**config.mk**
```make
export PLATFORM = sky130hd
export DESIGN_NAME = mean_threshold
export DESIGN_NICKNAME = d
export VERILOG_FILES = /design/src/rtl/mean_threshold.sv
export SDC_FILE = /design/constraint.sdc
export NUM_CORES = 1
export LEC_CHECK = 0
export ABC_AREA = 1
export ABC_CLOCK_PERIOD_IN_PS = 3300
export BUFFER_PORTS_ARGS = -buffer_cell sky130_fd_sc_hd__buf_2
export CAP_MARGIN = 25
export CORE_MARGIN = 2
export CORE_UTILIZATION = 50
export CTS_BUF_LIST = sky130_fd_sc_hd__clkbuf_8
export DETAILED_ROUTE_END_ITERATION = 8
export PLACE_DENSITY_LB_ADDON = 0.12
export SYNTH_ARGS = -nofsm -noshare
export SYNTH_HDL_FRONTEND = slang
export SYNTH_SLANG_ARGS = --single-unit
```
**constraint.sdc**
```tcl
create_clock -name clk -period 3.3 [get_ports clk]
set_input_delay 0.165 -clock clk [delete_from_list [all_inputs] [get_ports clk]]
set_output_delay 0.165 -clock clk [all_outputs]
set_load 0.02 [all_outputs]
```
**src/rtl/mean_threshold.sv**
```systemverilog
// mean_threshold
//   Reads every pixel's B byte from RAM once the grayscale stage finishes,
//   sums them, and divides the sum by PIXEL_COUNT with an 8-step restoring
//   serial divider. The quotient is the binarization threshold.
//
//   Optional build macro: MEAN_THR_ROUND_EN
//     defined   -> threshold = round-half-up(sum / PIXEL_COUNT), saturated
//     undefined -> threshold = floor(sum / PIXEL_COUNT), saturated
//   Both builds have identical latency.
//
// Ports
//   clk        in   clock, rising edge
//   rst        in   synchronous active-high reset
//   gray_done  in   rising edge starts a run (ignored while busy)
//   RAM_out    in   RAM read data, valid one cycle after RAM_ren
//   RAM_ren    out  RAM read enable (READ state only)
//   RAM_addr   out  RAM read address (0 when RAM_ren=0)
//   threshold  out  mean gray level
//   thr_valid  out  threshold valid; held until reset or next run start
//   busy       out  run in progress
//
// Timing: from the edge that samples gray_done high (cycle 0), READ spans
// cycles 0..N-1, DRAIN cycle N, DIV cycles N+1..N+9 (one dividend-load
// cycle plus BYTE_WIDTH quotient-bit cycles); thr_valid rises at cycle N+10.
module mean_threshold #(
    parameter int BYTE_WIDTH  = 8,
    parameter int ADDR_WIDTH  = 20,
    parameter int PIX_BASE    = 54,
    parameter int PIXEL_COUNT = 65536,
    parameter int ACC_WIDTH   = 28
) (
    input  logic                  clk,
    input  logic                  rst,
    input  logic                  gray_done,
    input  logic [BYTE_WIDTH-1:0] RAM_out,
    output logic                  RAM_ren,
    output logic [ADDR_WIDTH-1:0] RAM_addr,
    output logic [BYTE_WIDTH-1:0] threshold,
    output logic                  thr_valid,
    output logic                  busy
);

    localparam int CNT_W = (PIXEL_COUNT > 1) ? $clog2(PIXEL_COUNT) : 1;
    localparam int DVW   = ACC_WIDTH + 1;          // dividend incl. rounding add
    localparam int SW    = DVW + BYTE_WIDTH;       // room for divisor << BYTE_WIDTH
    localparam int DC_W  = $clog2(BYTE_WIDTH + 1);

`ifdef MEAN_THR_ROUND_EN
    localparam logic [DVW-1:0] ROUND_ADD = DVW'(PIXEL_COUNT / 2);
`else
    localparam logic [DVW-1:0] ROUND_ADD = '0;
`endif

    localparam logic [SW-1:0]    DIVISOR  = SW'(PIXEL_COUNT);
    localparam logic [SW-1:0]    SAT_LIM  = DIVISOR << BYTE_WIDTH;
    localparam logic [CNT_W-1:0] LAST_PIX = CNT_W'(PIXEL_COUNT - 1);

    typedef enum logic [2:0] {
        IDLE  = 3'd0,
        READ  = 3'd1,
        DRAIN = 3'd2,
        DIV   = 3'd3,
        DONE  = 3'd4
    } state_t;

    state_t                state_q, state_d;
    logic                  gd_q, gd_d;
    logic                  ren_q, ren_d;
    logic [ADDR_WIDTH-1:0] addr_q, addr_d;
    logic [CNT_W-1:0]      cnt_q, cnt_d;
    logic                  rd_vld_q, rd_vld_d;
    logic [ACC_WIDTH-1:0]  acc_q, acc_d;
    logic [DVW-1:0]        rem_q, rem_d;
    logic [BYTE_WIDTH-1:0] quot_q, quot_d;
    logic                  sat_q, sat_d;
    logic [DC_W-1:0]       dcnt_q, dcnt_d;
    logic [BYTE_WIDTH-1:0] thr_q, thr_d;
    logic                  thr_valid_q, thr_valid_d;
    logic                  busy_q, busy_d;

    logic                  start;
    logic [DC_W-1:0]       shamt;
    logic [SW-1:0]         div_sh;
    logic [SW-1:0]         rem_ext;
    logic                  q_bit;
    logic [DVW-1:0]        dividend;

    always_comb begin
        state_d     = state_q;
        gd_d        = gray_done;
        ren_d       = ren_q;
        addr_d      = addr_q;
        cnt_d       = cnt_q;
        rd_vld_d    = ren_q;     // data returns the cycle after a read
        acc_d       = acc_q;
        rem_d       = rem_q;
        quot_d      = quot_q;
        sat_d       = sat_q;
        dcnt_d      = dcnt_q;
        thr_d       = thr_q;
        thr_valid_d = thr_valid_q;
        busy_d      = busy_q;

        start    = gray_done & ~gd_q;
        shamt    = DC_W'(BYTE_WIDTH) - dcnt_q;
        div_sh   = DIVISOR << shamt;
        rem_ext  = SW'(rem_q);
        q_bit    = (rem_ext >= div_sh);
        dividend = DVW'(acc_q) + ROUND_ADD;

        if (rd_vld_q)
            acc_d = acc_q + ACC_WIDTH'(RAM_out);

        case (state_q)
            IDLE, DONE: begin
                if (start) begin
                    state_d     = READ;
                    acc_d       = '0;
                    thr_valid_d = 1'b0;
                    busy_d      = 1'b1;
                    ren_d       = 1'b1;
                    addr_d      = ADDR_WIDTH'(PIX_BASE);
                    cnt_d       = '0;
                end
            end
            READ: begin
                if (cnt_q == LAST_PIX) begin
                    state_d = DRAIN;
                    ren_d   = 1'b0;
                    addr_d  = '0;
                end else begin
                    cnt_d  = cnt_q + 1'b1;
                    addr_d = addr_q + ADDR_WIDTH'(3);   // skip G and R bytes
                end
            end
            DRAIN: begin
                // final byte is accumulated on this edge
                state_d = DIV;
                dcnt_d  = '0;
            end
            DIV: begin
                if (dcnt_q == '0) begin
                    // load cycle: quotient would not fit -> saturate at the end
                    rem_d  = dividend;
                    quot_d = '0;
                    sat_d  = (SW'(dividend) >= SAT_LIM);
                    dcnt_d = DC_W'(1);
                end else begin
                    if (q_bit)
                        rem_d = DVW'(rem_ext - div_sh);
                    quot_d = (quot_q << 1) | BYTE_WIDTH'(q_bit);
                    if (dcnt_q == DC_W'(BYTE_WIDTH)) begin
                        state_d     = DONE;
                        thr_d       = sat_q ? '1 : quot_d;
                        thr_valid_d = 1'b1;
                        busy_d      = 1'b0;
                    end else begin
                        dcnt_d = dcnt_q + 1'b1;
                    end
                end
            end
            default: state_d = IDLE;
        endcase
    end

    always_ff @(posedge clk) begin
        if (rst) begin
            state_q     <= IDLE;
            gd_q        <= 1'b0;
            ren_q       <= 1'b0;
            addr_q      <= '0;
            cnt_q       <= '0;
            rd_vld_q    <= 1'b0;
            acc_q       <= '0;
            rem_q       <= '0;
            quot_q      <= '0;
            sat_q       <= 1'b0;
            dcnt_q      <= '0;
            thr_q       <= '0;
            thr_valid_q <= 1'b0;
            busy_q      <= 1'b0;
        end else begin
            state_q     <= state_d;
            gd_q        <= gd_d;
            ren_q       <= ren_d;
            addr_q      <= addr_d;
            cnt_q       <= cnt_d;
            rd_vld_q    <= rd_vld_d;
            acc_q       <= acc_d;
            rem_q       <= rem_d;
            quot_q      <= quot_d;
            sat_q       <= sat_d;
            dcnt_q      <= dcnt_d;
            thr_q       <= thr_d;
            thr_valid_q <= thr_valid_d;
            busy_q      <= busy_d;
        end
    end

    assign RAM_ren   = ren_q;
    assign RAM_addr  = addr_q;
    assign threshold = thr_q;
    assign thr_valid = thr_valid_q;
    assign busy      = busy_q;

endmodule

```
==> out/metrics.cfg, run 1 <==
[floorplanning]
rows=43
die_w_um=123
initial_utilization_pct=50.9
ioPinCount=42
die_h_um=123
die_area_um2=15000
core_um2=13800

[worst_setup_path]
crit_path_frequent_cell=nand2_1
worstPathRequired_ns=3.64
cpPeakStageDelay_ns=0.36
r2r-start=dcnt_q[0]
r2r-end=rem_q[24]
crit_chain=inv_1, ha_1, or2_0, and2_4, clkinvlp_4, buf_4, nand3_1, ha_1, nand2_1, inv_1, nand2_1, nor2_2, nand2_1, nor2_1, nor2_1, nand3_2, nand2_1, nand2_1, nand2_4, nor2_1, nor2_1
reg2regPathDepth=21
start_kind=flop
cp_max_fo=9
cp-end-kind=flop
crit_slowest_cell=ha_1
reg2reg_setup_slack_ns=0.31
arrival_ns=3.33
worstSetupPathType=reg -> reg

[placed_design]
placed_area_um2=7410
io_buffers=41
dp_hpwl_mm=12.6
routabilityCongestion=0.899

[power]
netSwitchingPower_mw=1.06
combPwrFrac_pct=18.1
p_int_mw=2.49
power_switching_share_pct=29.9
power.static_leakage_nw=3.58
p_total_mw=3.55
p_per_area_nw_per_um2=453
pwr-share-seq_pct=43.3
ir_worst_vdd_v=0.000385
clockPowerShare_pct=38.7

[layout]
fill_cells=1380
drive_gt1_share_pct=11.7
n_antenna_cell=0
areaGrowthSynthToFinish_pct=11.6
final_area_um2=7850
post-route-util_pct=56.8
nNetsFinal=1135

[clocking]
cts_tree=yes
clk_path_buf_depth=2
cts_max_level=4
clk_pin_slew_ns=0.07
clock_latency_ns=0.45
clock-root-buffer=clkbuf_8
cts_made_buffers=17
cts_sinks=121

[synth]
synth-seq-area-share_pct=34.4
async_reset_ff_share_pct=0
synthFlopType=dfxtp_1
synth-seq-cells=121
synth_edf_count=0
syn_nets=1090
synth_area_um2=7040
synth_area_per_cell_um2=6.71
ys_types=52
yosys_warnings=0
netlist_instances=1049

[route]
num_vias=6760
drt_iter0_drc=441
wl_mm=17.4
vias_per_cell=5.26
drc=0
wire_per_inst_um=13.5
dr.pass1.iters=6
ant_nets=0

[hold_path]
min_from=RAM_out[0]
hold-path-cell-count=4
hold_class=in -> reg
hold-path-endpoint=acc_q[0]

[timing]
skew_ns=0.00904
hold_viol_final=0
fin_crit_sh_pct=90.5
max_slew.worst_pin.slew_ns=0.844
slew_violations=0
min_period_ns=2.99
finalSetupViolCount=0
fmax_mhz=335
setup_tns_ns=0
rsz0062_at_grt=no
holdWs_ns=0.186
relSlewSlack_pct=43.7

[global_route]
overflow=0
grt_pass1_wl_mm=29.0
antenna_found_initial=0
grt_max_degree=34
grt_pass1_vias=6153
track_usage_pct=24.4

[run]
cap_violations=0

[status]
status=finished, final reports clean

## registers in the layout (all words and copies together), names as in the netlist, 3 cells and up
signal	cells
cnt_q	16
RAM_addr	20
state_q	3
dcnt_q	4
acc_q	28
rem_q	29
threshold	8
quot_q	7
## what timing repair did
action                     in CTS  in global routing
setup buffers                   0                  1
setup endpoints to repair       0                 13
resized for setup               0                  6
hold endpoints to repair        1                  0
hold buffers                    1                  0
## worst max path at each step
stage                     startpoint         to  slack, ns
after detailed placement   dcnt_q[0]  rem_q[22]       0.12
after global placement     dcnt_q[0]  rem_q[23]       0.17
after global routing       dcnt_q[0]  rem_q[27]       0.04
final                      dcnt_q[0]  rem_q[24]       0.31
after floorplan            dcnt_q[0]  rem_q[24]       0.53
after CTS                  dcnt_q[0]  rem_q[22]       0.10
## metal layers
metal	wire length [um]	track usage, %	vias to the layer above	part of all wire [%]
li1	-	-	3543	-
met1	8450	32.0	3081	49
met2	8160	40.1	118	47
met3	565	5.16	18	3.3
met4	181	7.47	0	1.0
met5	0	0	-	0
## synth_stat cells, types with 4 or more instances
library cell | number | share of area (%)
nand2_1 | 227 | 12
nor2_1 | 144 | 7.7
dfxtp_1 | 121 | 34
inv_1 | 121 | 6.5
a21oi_1 | 75 | 5.3
nand3_1 | 74 | 5.3
o21ai_0 | 60 | 4.3
ha_1 | 29 | 5.2
nand4_1 | 24 | 2.1
nor3_1 | 20 | 1.4
clkbuf_1 | 17 | 0.91
xor2_1 | 17 | 2.1
nand3b_1 | 11 | 1.2
inv_2 | 8 | 0.43
nor4_1 | 8 | 0.71
nand2_2 | 7 | 0.62
xnor2_1 | 7 | 0.87
o211ai_1 | 6 | 0.64
o221a_2 | 6 | 0.96
nor2_2 | 5 | 0.44
buf_2 | 4 | 0.28
o21ai_1 | 4 | 0.28
## stage by stage
stage | setup WS (ns) | std cells
after CTS | 0.103 | 1283
after global placement | 0.167 | 1253
after floorplan | 0.528 | 1049
after detailed placement | 0.117 | 1253
after global routing | 0.0411 | 1284
final | 0.314 | 1284
## cells by family (layout without fill, tap and decap cells)
kind of cell	after synthesis	in the layout	synth area share [%]
AO/OA/AOI/OAI	180	180	14.7
XOR/XNOR	24	24	2.99
adder cells (fa/ha/maj)	30	30	5.44
buffers and inverters	161	216	9.11
flip-flops	121	121	34.4
AND/OR/NAND/NOR	533	533	33.3
## placed cells by master, fill, tap and decap left out, types with 11 or more instances in the layout
cell and count:
buf_2 41, clkbuf_8 20, nor2_1 142, nand3_1 74
a21oi_1 75, dfxtp_1 121, o21ai_0 60, inv_1 122
ha_1 29, nand3b_1 11, nand4_1 24, buf_4 12
nor3_1 20, xor2_1 17, nand2_1 226
## worst max-delay path: cells and delay by family, from the launching register on
kind                     cells  cell delay (ns)
flip-flops                   1             0.33
buffers and inverters        4             0.42
AND/OR/NAND/NOR             15             1.58
adder cells (fa/ha/maj)      2             0.57
## layout make-up
cell class,instances,area [um2],area share [%]
inverters,133,508,6.47
flip-flops and latches,121,2420,30.8
clock inverters,9,125,1.59
well taps,180,225,2.87
multi-input cells,767,3990,50.8
clock buffers,20,275,3.50
repair buffers,54,305,3.89
## power by group through the flow
stage / logic, mW / registers, mW / clock network, mW
after floorplan: 0.466 / 1.58 / 0
after CTS: 0.631 / 1.54 / 1.41
after global placement: 0.627 / 1.57 / 0
after global routing: 0.729 / 1.54 / 1.47
final: 0.643 / 1.54 / 1.37
after detailed placement: 0.627 / 1.57 / 0
Power figures use the tool's default switching activity.
==> inputs of run 2 (changes only) <==
--- a/config.mk
+++ b/config.mk
@@ -6,12 +6,11 @@
 export NUM_CORES = 1
 export LEC_CHECK = 0
 export ABC_AREA = 1
-export ABC_CLOCK_PERIOD_IN_PS = 3300
+export ABC_CLOCK_PERIOD_IN_PS = 3050
 export BUFFER_PORTS_ARGS = -buffer_cell sky130_fd_sc_hd__buf_2
 export CAP_MARGIN = 25
 export CORE_MARGIN = 2
 export CORE_UTILIZATION = 50
-export CTS_BUF_LIST = sky130_fd_sc_hd__clkbuf_8
 export DETAILED_ROUTE_END_ITERATION = 8
 export PLACE_DENSITY_LB_ADDON = 0.12
 export SYNTH_ARGS = -nofsm -noshare
==> constraint.sdc (replaced) <==
create_clock -name clk -period 3.05 [get_ports clk]
set_input_delay 0.1525 -clock clk [delete_from_list [all_inputs] [get_ports clk]]
set_output_delay 0.1525 -clock clk [all_outputs]
set_load 0.02 [all_outputs]
==> out/metrics.cfg, run 2 (synthesis gave the netlist of run 1 again) <==
[worst_setup_path]
r2r-start=dcnt_q[0]
worstPathRequired_ns=3.41
path_buf_inv=3
worstSetupPathType=reg -> reg
cp-end-kind=flop
crit_path_frequent_cell=nand2_1
cpPeakStageDelay_ns=0.33
arrival_ns=3.24
path_depth=19
cp_max_fo=6
cp_top_family=simple AND/OR/NAND/NOR gates
reg2regPathDepth=19
crit_chain=inv_1, ha_1, or2_0, and2_4, clkinvlp_4, nand3_1, ha_4, inv_1, nand2_1, nand2_1, nand2_2, nand2_1, nand2_1, nand3_1, nand3_2, nand3_2, nand3b_1, nand2_1, nor2_1
reg2reg_setup_slack_ns=0.18
crit_slowest_cell=dfxtp_1
r2r-end=rem_q[26]
start_kind=flop

[clocking]
cts_made_buffers=17
clk_pin_slew_ns=0.06
clk_path_buf_depth=2
cts_tree=yes
cts_sinks=121
cts_max_level=4
clock_latency_ns=0.43
clock-root-buffer=clkbuf_16

[layout]
final_cells=1296
final_cell_mix=nand2_1, nor2_1, dfxtp_1
final_area_um2=8290
largest_register_ffs=29
fill_cells=1307
multi_input_comb_area_um2=4140
n_antenna_cell=0
drive_gt1_share_pct=14.1
final_common_cell=nand2_1
regMostFlops=rem_q
register_area_um2=2420
nNetsFinal=1144
areaGrowthSynthToFinish_pct=17.9
post-route-util_pct=60.0

[hold_path]
hold-path-endpoint=cnt_q[9]
hold-path-cell-count=2
hold_class=in -> reg
min_from=rst

[global_route]
use_met3_pct=5.44
antenna_found_initial=0
grt_pass1_wl_mm=29.4
gr-usage-met1_pct=32.3
grt_pass1_vias=6260
track_usage_pct=24.7
grt_max_degree=32
use_met2_pct=40.3
busiest_layer=met2
overflow=0

[placed_design]
routabilityCongestion=0.952
placed_area_um2=7460
io_buffers=41
dp.cells=1259
dp_hpwl_mm=13.0

[route]
drc=0
ant_nets=0
wl_mm=18.2
wire_per_inst_um=14.0
num_vias=6919
vias_per_cell=5.34
drt_iter0_drc=415
dr.pass1.iters=5

[power]
power_switching_share_pct=28.7
p_total_mw=4.59
ir_worst_vdd_v=0.000478
power.static_leakage_nw=3.71
pwr-share-seq_pct=36.3
p_int_mw=3.27
netSwitchingPower_mw=1.32
p_per_area_nw_per_um2=553
clockPowerShare_pct=47.1
combPwrFrac_pct=16.5

[status]
status=finished, final reports clean

[floorplanning]
die_h_um=123
rows=43
ioPinCount=42
die_w_um=123
core_um2=13800
initial_utilization_pct=50.9
die_area_um2=15000

[timing]
fin_crit_sh_pct=94.2
relSlewSlack_pct=39.4
finalSetupViolCount=0
min_period_ns=2.87
fmax_mhz=348
slew_violations=0
rsz0062_at_grt=yes
skew_ns=0.00675
max_slew.worst_pin.slew_ns=0.908
hold_viol_final=0
setup_tns_ns=0

[run]
cap_violations=0

[run 2: changes by cell type in the layout (fill, tap and decap cells not counted), sizes merged]
cell      previous run  this run
bufinv               3         4
nand3               77        78
buf                 53        60
clkinvlp             2         7
clkinv               5         3
clkbuf              20        19
inv                132       133
[run 2: power by group through the flow]
stage	clock (mW)	combinational (mW)	sequential (mW)
finish	2.16	0.758	1.67
global placement	0	0.697	1.70
global route	2.25	0.844	1.67
CTS	2.18	0.712	1.67
detailed placement	0	0.702	1.70
floorplan	0	0.504	1.71
[run 2: final cells by class]
cell class / count / share of cell area (%)
well taps: 180 / 2.72
flip-flops and latches: 121 / 29.2
multi-input cells: 768 / 49.9
clock buffers: 19 / 5.34
repair inverters: 1 / 0.0905
repair buffers: 61 / 4.32
inverters: 133 / 6.13
clock inverters: 13 / 2.32
[run 2: metrics by stage]
step	hold slack (ns)	setup WS, ns
floorplan	0.277	0.278
global placement	0.365	0.124
detailed placement	0.374	0.000519
CTS	0.0310	0.108
global route	0.0232	-0.0278
finish	0.0363	0.176
[run 2: what timing repair did]
item | in CTS | in global routing
endpoints found under the hold margin | 1 | 0
gates resized for setup | 1 | 23
pin swaps | 0 | 1
hold buffers | 1 | 0
setup buffers | 0 | 2
cloned | 0 | 2
setup endpoints to repair | 2 | 14
[run 2: worst reg2reg max path, stage by stage, from the launching register on]
cell and delay [ns]:
dfxtp_1 0.33, inv_1 0.06, ha_1 0.20, or2_0 0.21
and2_4 0.19, clkinvlp_4 0.11, nand3_1 0.14, ha_4 0.32
inv_1 0.04, nand2_1 0.09, nand2_1 0.08, nand2_2 0.08
nand2_1 0.06, nand2_1 0.12, nand3_1 0.10, nand3_2 0.15
nand3_2 0.21, nand3b_1 0.16, nand2_1 0.07, nor2_1 0.10
[run 2: worst max path at each step]
| stage | from | end | slack, ns |
|---|---|---|---|
| 6_report | dcnt_q[0] | rem_q[26] | 0.18 |
| 3_5_place_dp | dcnt_q[0] | rem_q[23] | 0.0005 |
| 2_1_floorplan | dcnt_q[0] | rem_q[24] | 0.28 |
| 5_1_grt | dcnt_q[0] | rem_q[26] | -0.03 |
| 3_3_place_gp | dcnt_q[0] | rem_q[23] | 0.12 |
| 4_1_cts | dcnt_q[0] | rem_q[23] | 0.11 |
[run 2: layer usage]
metal	up-vias	wire length, um
li1	3567	-
met1	3171	8660
met2	143	8380
met3	38	764
met4	0	393
met5	-	0
==> inputs of run 3 (changes only) <==
--- a/config.mk
+++ b/config.mk
@@ -7,12 +7,13 @@
 export LEC_CHECK = 0
 export ABC_AREA = 1
 export ABC_CLOCK_PERIOD_IN_PS = 3050
-export BUFFER_PORTS_ARGS = -buffer_cell sky130_fd_sc_hd__buf_2
 export CAP_MARGIN = 25
 export CORE_MARGIN = 2
 export CORE_UTILIZATION = 50
 export DETAILED_ROUTE_END_ITERATION = 8
+export DONT_BUFFER_PORTS = 1
 export PLACE_DENSITY_LB_ADDON = 0.12
+export REMOVE_ABC_BUFFERS = 1
 export SYNTH_ARGS = -nofsm -noshare
 export SYNTH_HDL_FRONTEND = slang
 export SYNTH_SLANG_ARGS = --single-unit
==> out/metrics.cfg, run 3 (synthesis gave the netlist of run 1 again) <==
[timing]
skew_ns=0.00866
min_period_ns=2.87
fmax_mhz=348
slew_violations=0
hold_viol_final=0
finalSetupViolCount=0
max_slew.worst_pin.slew_ns=0.823
fin_crit_sh_pct=94.1
final.setup.worst_slack_ns=0.179
relSlewSlack_pct=45.1

[hold_path]
min_from=rst
hold_class=in -> reg

[floorplanning]
initial_utilization_pct=50.9
die_h_um=123
rows=43
die_w_um=123
ioPinCount=42
die_area_um2=15000
core_um2=13800

[power]
pwr-share-seq_pct=39.0
combPwrFrac_pct=16.1
clockPowerShare_pct=44.9
p_per_area_nw_per_um2=544
p_total_mw=4.33
netSwitchingPower_mw=1.32
p_int_mw=3.01
power.static_leakage_nw=3.48
ir_worst_vdd_v=0.000378
power_switching_share_pct=30.5

[layout]
n_antenna_cell=0
final_common_cell=nand2_1
regMostFlops=rem_q
largest_register_ffs=29
nNetsFinal=1104
final_area_um2=7960
areaGrowthSynthToFinish_pct=13.1
drive_gt1_share_pct=9.67
fill_cells=1321
final_cell_mix=nand2_1, nor2_1, dfxtp_1
final_cells=1256

[worst_setup_path]
worstPathRequired_ns=3.36
worstSetupPathType=reg -> reg
arrival_ns=3.18
cp-end-kind=flop
cp_max_fo=6
start_kind=flop
r2r-start=dcnt_q[0]
crit_path_start=dcnt_q[0]

[clocking]
clock_latency_ns=0.42
cts_sinks=121
clock-root-buffer=clkbuf_16
cts_tree=yes
clk_path_buf_depth=2
cts_max_level=4
clk_pin_slew_ns=0.06
cts_made_buffers=17

[route]
ant_nets=0
vias_per_cell=5.42
num_vias=6803
drt_iter0_drc=542
dr.pass1.iters=5
wl_mm=17.8
wire_per_inst_um=14.2
drc=0

[placed_design]
routabilityCongestion=0.919
pre_cts_ws_ns=-0.0201
dp_hpwl_mm=13.1
dp.cells=1218
io_buffers=0
placed_area_um2=7250

[global_route]
antenna_found_initial=0
overflow=0
grt_pass1_vias=6075
grt_max_degree=34
track_usage_pct=24.6
grt_pass1_wl_mm=29.4

[status]
status=finished, final reports clean

[run]
cap_violations=0

## run 3: worst paths after layout
path | cells after the start | end | slack (ns)
worst max-delay path | 16 | rem_q[22] | 0.18
worst min-delay path | 3 | cnt_q[2] | 0.07
worst max register to register | 16 | rem_q[22] | 0.18
worst min register to register | 2 | quot_q[1] | 0.46
## run 3: metrics by stage
step,utilization (%),hold slack [ns],setup TNS (ns)
2_1_floorplan,-,0.215,0
3_3_place_gp,52.4,0.220,0
3_5_place_dp,52.4,0.221,-0.0258
4_1_cts,57.1,0.0542,0
5_1_grt,57.6,0.0896,-0.218
6_report,57.6,0.0711,0
## run 3: timing repair
item,in CTS,in global routing
cloned,0,1
hold buffers,4,0
resized for setup,2,10
buffers inserted,0,1
endpoints found under the setup margin,3,15
hold endpoints to repair,33,0
## run 3: area by class of cell
class	count	area (um2)	share of cell area, %
repair buffers	22	185	2.33
multi-input cells	767	4040	50.7
inverters	133	508	6.38
clock inverters	14	138	1.73
well taps	180	225	2.83
clock buffers	18	439	5.52
repair inverters	1	5.00	0.0629
flip-flops and latches	121	2420	30.4
## run 3: power by group through the flow
stage               clock, mW  combinational (mW)  sequential [mW]
finish                   1.94               0.695             1.69
global route             2.04               0.787             1.69
CTS                      1.97               0.674             1.69
detailed placement          0               0.653             1.72
global placement            0               0.654             1.72
floorplan                   0               0.469             1.71
## run 3: worst max-delay path, stage by stage, from the launching register on
cell        delay [ns]
dfxtp_1           0.32
inv_1             0.05
ha_1              0.20
or2_0             0.21
and2_4            0.17
clkinvlp_4        0.11
nand3_1           0.12
ha_1              0.40
a21oi_1           0.12
o21ai_0           0.33
inv_1             0.10
a21oi_1           0.14
nor2_1            0.06
a21oi_1           0.24
nand2_1           0.09
nand2_1           0.06
nor2_1            0.04
## run 3: layer usage
layer	vias to the layer above	global-route usage (%)	share of wire, %
li1	3494	-	-
met1	3133	33.7	48
met2	156	38.7	46
met3	20	4.65	4.2
met4	0	8.62	1.7
met5	-	0	0
